--- src/rtl/aww_types_pkg.sv ---
// Types local to the memory arbiter.
//   arb_state_t         : grant FSM states
//   MAX_DSTREAK_DEFAULT : consecutive data grants allowed while a fetch waits
package aww_types_pkg;

    typedef enum logic [1:0] {
        IDLE   = 2'd0,
        IGRANT = 2'd1,
        DGRANT = 2'd2
    } arb_state_t;

    localparam int MAX_DSTREAK_DEFAULT = 4;

endpackage

--- src/rtl/cpu_types_pkg.sv ---
// Shared CPU-wide types used by the memory subsystem.
//   word_t     : 32-bit machine word
//   ramstate_t : status reported by the RAM model each cycle
package cpu_types_pkg;

    typedef logic [31:0] word_t;

    typedef enum logic [1:0] {
        FREE   = 2'd0,
        BUSY   = 2'd1,
        ACCESS = 2'd2,
        ERROR  = 2'd3
    } ramstate_t;

endpackage

--- src/rtl/mem_arbiter.sv ---
// Arbiter for the single unified RAM port shared by instruction fetch and
// data access. Data wins contention, but after MAX_DSTREAK data completions
// with a fetch waiting, the next grant goes to the fetch.
//
// Ports:
//   CLK, nRST          clock (rising edge), asynchronous active-low reset
//   iREN, iaddr        instruction read request and word address
//   dREN, dWEN         data read / write request (write wins if both)
//   daddr, dstore      data address and write value
//   ramstate, ramload  RAM status and read data
//   ramREN, ramWEN     RAM enables (combinational, drop with the request)
//   ramaddr, ramstore  RAM address and write data (zero when idle)
//   iwait, dwait       low for exactly the completing cycle of each side
//   iload, dload       read data, valid while the side's wait is low
module mem_arbiter
    import cpu_types_pkg::*;
    import aww_types_pkg::*;
#(
    parameter int MAX_DSTREAK = MAX_DSTREAK_DEFAULT,
    parameter int CNT_W       = 3
) (
    input  logic      CLK,
    input  logic      nRST,
    input  logic      iREN,
    input  word_t     iaddr,
    input  logic      dREN,
    input  logic      dWEN,
    input  word_t     daddr,
    input  word_t     dstore,
    input  ramstate_t ramstate,
    input  word_t     ramload,
    output logic      ramREN,
    output logic      ramWEN,
    output word_t     ramaddr,
    output word_t     ramstore,
    output logic      iwait,
    output logic      dwait,
    output word_t     iload,
    output word_t     dload
);

    localparam logic [CNT_W-1:0] STREAK_MAX = CNT_W'(MAX_DSTREAK);

    arb_state_t       state, next_state;
    logic [CNT_W-1:0] streak, next_streak;
    logic             d_req;
    logic             i_forced;

    assign d_req    = dREN | dWEN;
    // A waiting fetch that has already sat through a full data streak
    // takes the next grant even if data is also asking.
    assign i_forced = iREN && (streak == STREAK_MAX);

    // State and streak registers.
    always_ff @(posedge CLK or negedge nRST) begin
        if (!nRST) begin
            state  <= IDLE;
            streak <= '0;
        end else begin
            state  <= next_state;
            streak <= next_streak;
        end
    end

    // Arbitration, RAM drive and completion. Every grant ends in IDLE,
    // whether it completed, errored (retry via re-arbitration) or was
    // withdrawn by the requester.
    always_comb begin
        next_state  = state;
        next_streak = streak;
        ramREN      = 1'b0;
        ramWEN      = 1'b0;
        ramaddr     = '0;
        ramstore    = '0;
        iwait       = 1'b1;
        dwait       = 1'b1;
        iload       = '0;
        dload       = '0;

        unique case (state)
            IDLE: begin
                if (d_req && !i_forced) begin
                    next_state = DGRANT;
                end else if (iREN) begin
                    next_state = IGRANT;
                end
            end

            IGRANT: begin
                ramREN  = iREN;
                ramaddr = iaddr;
                iload   = ramload;
                if (!iREN) begin
                    next_state = IDLE;
                end else if (ramstate == ACCESS) begin
                    iwait       = 1'b0;
                    next_state  = IDLE;
                    next_streak = '0;
                end else if (ramstate == ERROR) begin
                    next_state = IDLE;
                end
            end

            DGRANT: begin
                ramWEN   = dWEN;
                ramREN   = dREN & ~dWEN;
                ramaddr  = daddr;
                ramstore = dstore;
                dload    = ramload;
                if (!d_req) begin
                    next_state = IDLE;
                end else if (ramstate == ACCESS) begin
                    dwait      = 1'b0;
                    next_state = IDLE;
                    // The streak only measures data wins over a waiting fetch.
                    if (!iREN) begin
                        next_streak = '0;
                    end else if (streak != STREAK_MAX) begin
                        next_streak = streak + 1'b1;
                    end
                end else if (ramstate == ERROR) begin
                    next_state = IDLE;
                end
            end

            default: begin
                next_state = IDLE;
            end
        endcase
    end

endmodule

--- config.mk ---
export PLATFORM = sky130hd
export DESIGN_NAME = mem_arbiter
export DESIGN_NICKNAME = d
export VERILOG_FILES = /design/src/rtl/aww_types_pkg.sv /design/src/rtl/cpu_types_pkg.sv /design/src/rtl/mem_arbiter.sv
export SDC_FILE = /design/constraint.sdc
export NUM_CORES = 1
export LEC_CHECK = 0
export BUFFER_PORTS_ARGS = -buffer_cell sky130_fd_sc_hd__clkbuf_2
export CORE_AREA = 5 5 100 102
export CTS_BUF_LIST = sky130_fd_sc_hd__clkbuf_8
export CTS_CLUSTER_DIAMETER = 120
export CTS_CLUSTER_SIZE = 20
export DETAILED_ROUTE_END_ITERATION = 10
export DIE_AREA = 0 0 105 107
export GPL_ROUTABILITY_DRIVEN = 0
export PLACE_DENSITY_LB_ADDON = 0.08
export SLEW_MARGIN = 20
export SYNTH_ARGS = -nofsm -noshare
export SYNTH_HDL_FRONTEND = slang
export SYNTH_SLANG_ARGS = --single-unit
--- constraint.sdc ---
create_clock -name CLK -period 2.6 [get_ports CLK]
set_input_delay 0.26 -clock CLK [delete_from_list [all_inputs] [get_ports CLK]]
set_output_delay 0.26 -clock CLK [all_outputs]
set_load 0.02 [all_outputs]
# After elaboration in Yosys (flattened, before gate mapping)

Index checks and enable logic that the tools add are counted.
Widths: inputs -> output; s select.

Multiplexer cells: 25
Reductions and logical operators: 6
Add/sub/neg operators: 1
Eq/ne operators: 12
Bitwise operators: 3

Operator list:

| operator            | number |
|---|---|
| $mux 32             | 3 |
| $pmux 32 s2         | 1 |
| $mux 3              | 6 |
| $mux 2              | 6 |
| $ne 3x3->1 const B  | 3 |
| $ne 2x2->1 const B  | 4 |
| $eq 2x2->1 const B  | 3 |
| $mux 1              | 6 |
| $pmux 2 s3          | 1 |
| $pmux 3 s2          | 1 |
| $reduce_and 6->1    | 1 |
| $add 3x1->3 const B | 1 |
| $eq 3x3->1 const B  | 1 |
| $eq 2x1->1 const B  | 1 |
| $logic_and 1x1->1   | 2 |
| $logic_not 2->1     | 1 |
| $pmux 1 s2          | 1 |
| $reduce_bool 2->1   | 1 |
| $and 1x1->1         | 1 |
| $logic_not 1->1     | 1 |
| $not 1->1           | 1 |
| $or 1x1->1          | 1 |

Logic and storage cells: 49
Input port bits: 135
Output and inout bits: 132
Register bits: 5

# Longest topological paths before layout

Depth after elaboration: 6
Gate-level depth with buffers: 6
Mapped depth without buffers: 6

# Worst setup path after synthesis

OpenSTA, ideal clock, no wires.

Path type: reg-to-output
From: reg state[0]
To: out ramaddr[2]
Arrival: 1.427 ns
Data required time: 2.340 ns
Stages on the path, launching flop included: 7
Buffers on the path: 2
Path slack: 0.913 ns
Cell sequence: dfrtp_1 -> inv_1 -> ha_1 -> buf_6 -> buf_2 -> a22oi_1 -> nor2b_1

Longest elaborated chain between the ends: 2
Elaborated cells between the ends (all ways): 3
Classes of those cells: eq/ne (2); mux (1)

Ends and longest elaborated chain:

| element                                         | line              | RTL |
|---|---|---|
| start: declaration                              | mem_arbiter.sv:44 | `arb_state_t state, next_state;` |
| start signal: assignment                        | mem_arbiter.sv:60 | `state <= next_state;` |
| $eq 2x2->1 / $eq 2x1->1 (equally long branches) | mem_arbiter.sv:80 | `unique case (state)` |
| $pmux 32 s2 (*)                                 | mem_arbiter.sv:80 |  |
| end: declaration                                | mem_arbiter.sv:34 | `output word_t ramaddr,` |

Mark *: on every way between the ends. The rest lies on a longest branch, timed or not.

# Worst setup path after layout

From: reg state[1]
To: out iload[13]

Longest elaborated chain between the ends: 2

Ends and longest elaborated chain:

| element          | line              | RTL |
|---|---|---|
| $eq 2x1->1       | mem_arbiter.sv:80 |  |
| $mux 32          | mem_arbiter.sv:80 |  |
| end: declaration | mem_arbiter.sv:38 | `output word_t iload,` |

Every way passes these cells.

==> flow_summary.toml <==
[timing]
setup_ws_ps = 359
fin_crit_sh_pct = 86.2
rsz0062_at_grt = "no"
slew_headroom_pct = 70.5
fin_setup_tns_ps = 0
finalHoldViolations = 0
report.final.slew_viol_count = 0
max_slew.worst_pin.slew_ps = 442
setup_viol = 0
timing.fmax_mhz = 446
finClkSkew_ps = 1.06
fin_crit_ps = 2240

[synth]
ys_ff_latch = 5
synth-warning-count = 0
netlist_instances = 231
synth_nets = 372
synth_cell_types = 33
synth-seq-area-share_pct = 7.83
syn-cell-area_sq_mm = 0.00160
syn_area_per_cell_sq_um = 6.92

[pwr]
max-vdd-ir-drop_uv = 308
finalPower_uw = 2650
p_leak_uw = 0.00179
p_per_area_mw_per_mm2 = 854

[finish]
drive_above_1_share_pct = 58.9
layout_common_cells = "clkbuf_2 (266), and2_1 (98), nor2b_1 (33), a22oi_1 (32), buf_4 (7)"
nets = 631
layout_commonest_cell = "clkbuf_2"
antenna_cells = 0
utilization_pct = 34.4
design_area_sq_mm = 0.00310
area_growth_pct = 94.0

[floorplan]
core.rowCount = 35
start_util_pct = 17.7
dieArea_sq_mm = 0.0112
ios = 267
die_width_um = 105
core_sq_mm = 0.00902
die_height_um = 107

[clocking]
clock-root-buffer = "clkbuf_8"
clockBufferDepth = 2
clk_pin_slew_ps = 30
postCtsResizedCells = 0
cts_buffers = 3
htree_num_levels = 1
insertion_delay_ps = 220
clock-sinks = 5
cts_tree = "built"

[route]
detail_route.wl_per_cell_um = 15.7
viasPerCell = 4.28
wl_um = 9390
drt_iter0_drc = 102
ant_nets = 0
via_count = 2568
dr.pass1.iters = 5
drc = 0

[global_route]
grt_pass1_wl_um = 13700
grt_usage_pct = 15.0
grt_start_max_net_pins = 42
overflow = 0
antenna_found_initial = 2
grt_pass1_vias = 2464

[place]
port-buffer-count = 266
placed_area_sq_mm = 0.00304
pre_cts_slack_ps = 541
dp_hpwl_um = 8240

[worst_setup_path]
arrival_ps = 1980
cp_cell_sequence = "inv_1 > ha_2 > buf_12 > buf_4 > and2_1 > clkbuf_2"
worst_setup_path_start_kind = "register"
reg2reg_to = "streak[0]"
crit_type = "register to primary output"
slowest_stage = "ha_2"
r2r_start = "state[0]"
slowest_delay_ps = 460
cp_max_fo = 31
reg2reg_depth = 7
r2r_slack_ps = 650
critPathRequiredTime_ps = 2340
cp-end-kind = "primary output"

[min_path]
worst_hold_path_type = "input port to async pin"

[job]
maxCapViolCount = 0

[status]
status = "complete, no violations"
## cell usage after synthesis, drive strengths merged
cell     number  area (sq um)
a22o          1          8.76
nand2b        1          8.76
a32o          1          10.0
nor2          3          13.8
a21oi         2          21.3
nand3         1          5.00
nor2b        33           206
a22oi        32           240
mux2          1          11.3
a2111oi       1          27.5
buf           8          51.3
and2         98           613
nand2         7          28.8
o21bai        1          7.51
ha            6          75.1
inv           6          22.5
a21o          1          7.51
o21ai         4          23.8
dfrtp         5           125
clkbuf       13          50.0
o2bb2ai       1          8.76
nand4         1          6.26
or2           1          6.26
a31oi         3          18.8
## state kept, by name (all words and copies together), names as in the netlist
signal  count
streak      3
state       2
## per-layer routing
layer / track usage (%) / share of wire [%] / vias up
li1: - / - / 1286
met1: 15.3 / 35 / 1132
met2: 29.2 / 53 / 134
met3: 5.84 / 11 / 12
met4: 2.01 / 0.69 / 4
met5: 0 / 0.22 / -
## power breakdown
part | internal (uW) | total, uW | switching (uW)
logic | 898 | 2360 | 1470
clock network | 101 | 138 | 36.9
registers | 110 | 145 | 34.9
## what timing repair did
action	4_1_cts	5_1_grt
hold endpoints to repair	5	0
hold buffers	1	0
setup buffers	0	0
## layout make-up
class	instances	area (sq um)
Clock inverter	1	3.75
Tap cell	111	139
Sequential cell	5	125
Clock buffer	3	41.3
Multi-Input combinational cell	199	1350
Timing Repair Buffer	275	1410
Inverter	6	22.5
Fill cell	1025	5920
## logic make-up after synthesis
kind of cell,synth area share [%]
AO/OA/AOI/OAI,23.4
adder cells (fa/ha/maj),4.70
buffers and inverters,7.75
flip-flops,7.83
multiplexers,0.705
AND/OR/NAND/NOR,55.6
## worst max-delay path: cells and delay by family, from the launching register on
family / cells / cell delay, ps
and+or+nand+nor: 1 / 150
buffers and inverters: 4 / 730
adders and majority gates: 1 / 460
DFF: 1 / 400
## worst max path at each step
stage | from | end | slack, ps | cells past startpoint
6_report | state[1] | iload[13] | 360 | 6
2_1_floorplan | state[0] | ramaddr[2] | 910 | 6
4_1_cts | state[1] | iload[22] | 300 | 6
3_3_place_gp | state[1] | iload[20] | 590 | 6
3_5_place_dp | state[1] | iload[22] | 540 | 6
5_1_grt | state[0] | ramREN | 190 | 7
## per-stage QoR
step / hold WS [ps] / instances
floorplan: -35.6 / 231
CTS: 388 / 600
finish: 389 / 600
global placement: 90.0 / 595
global route: 404 / 600
detailed placement: 89.3 / 595
(Power assumes the default switching activity.)
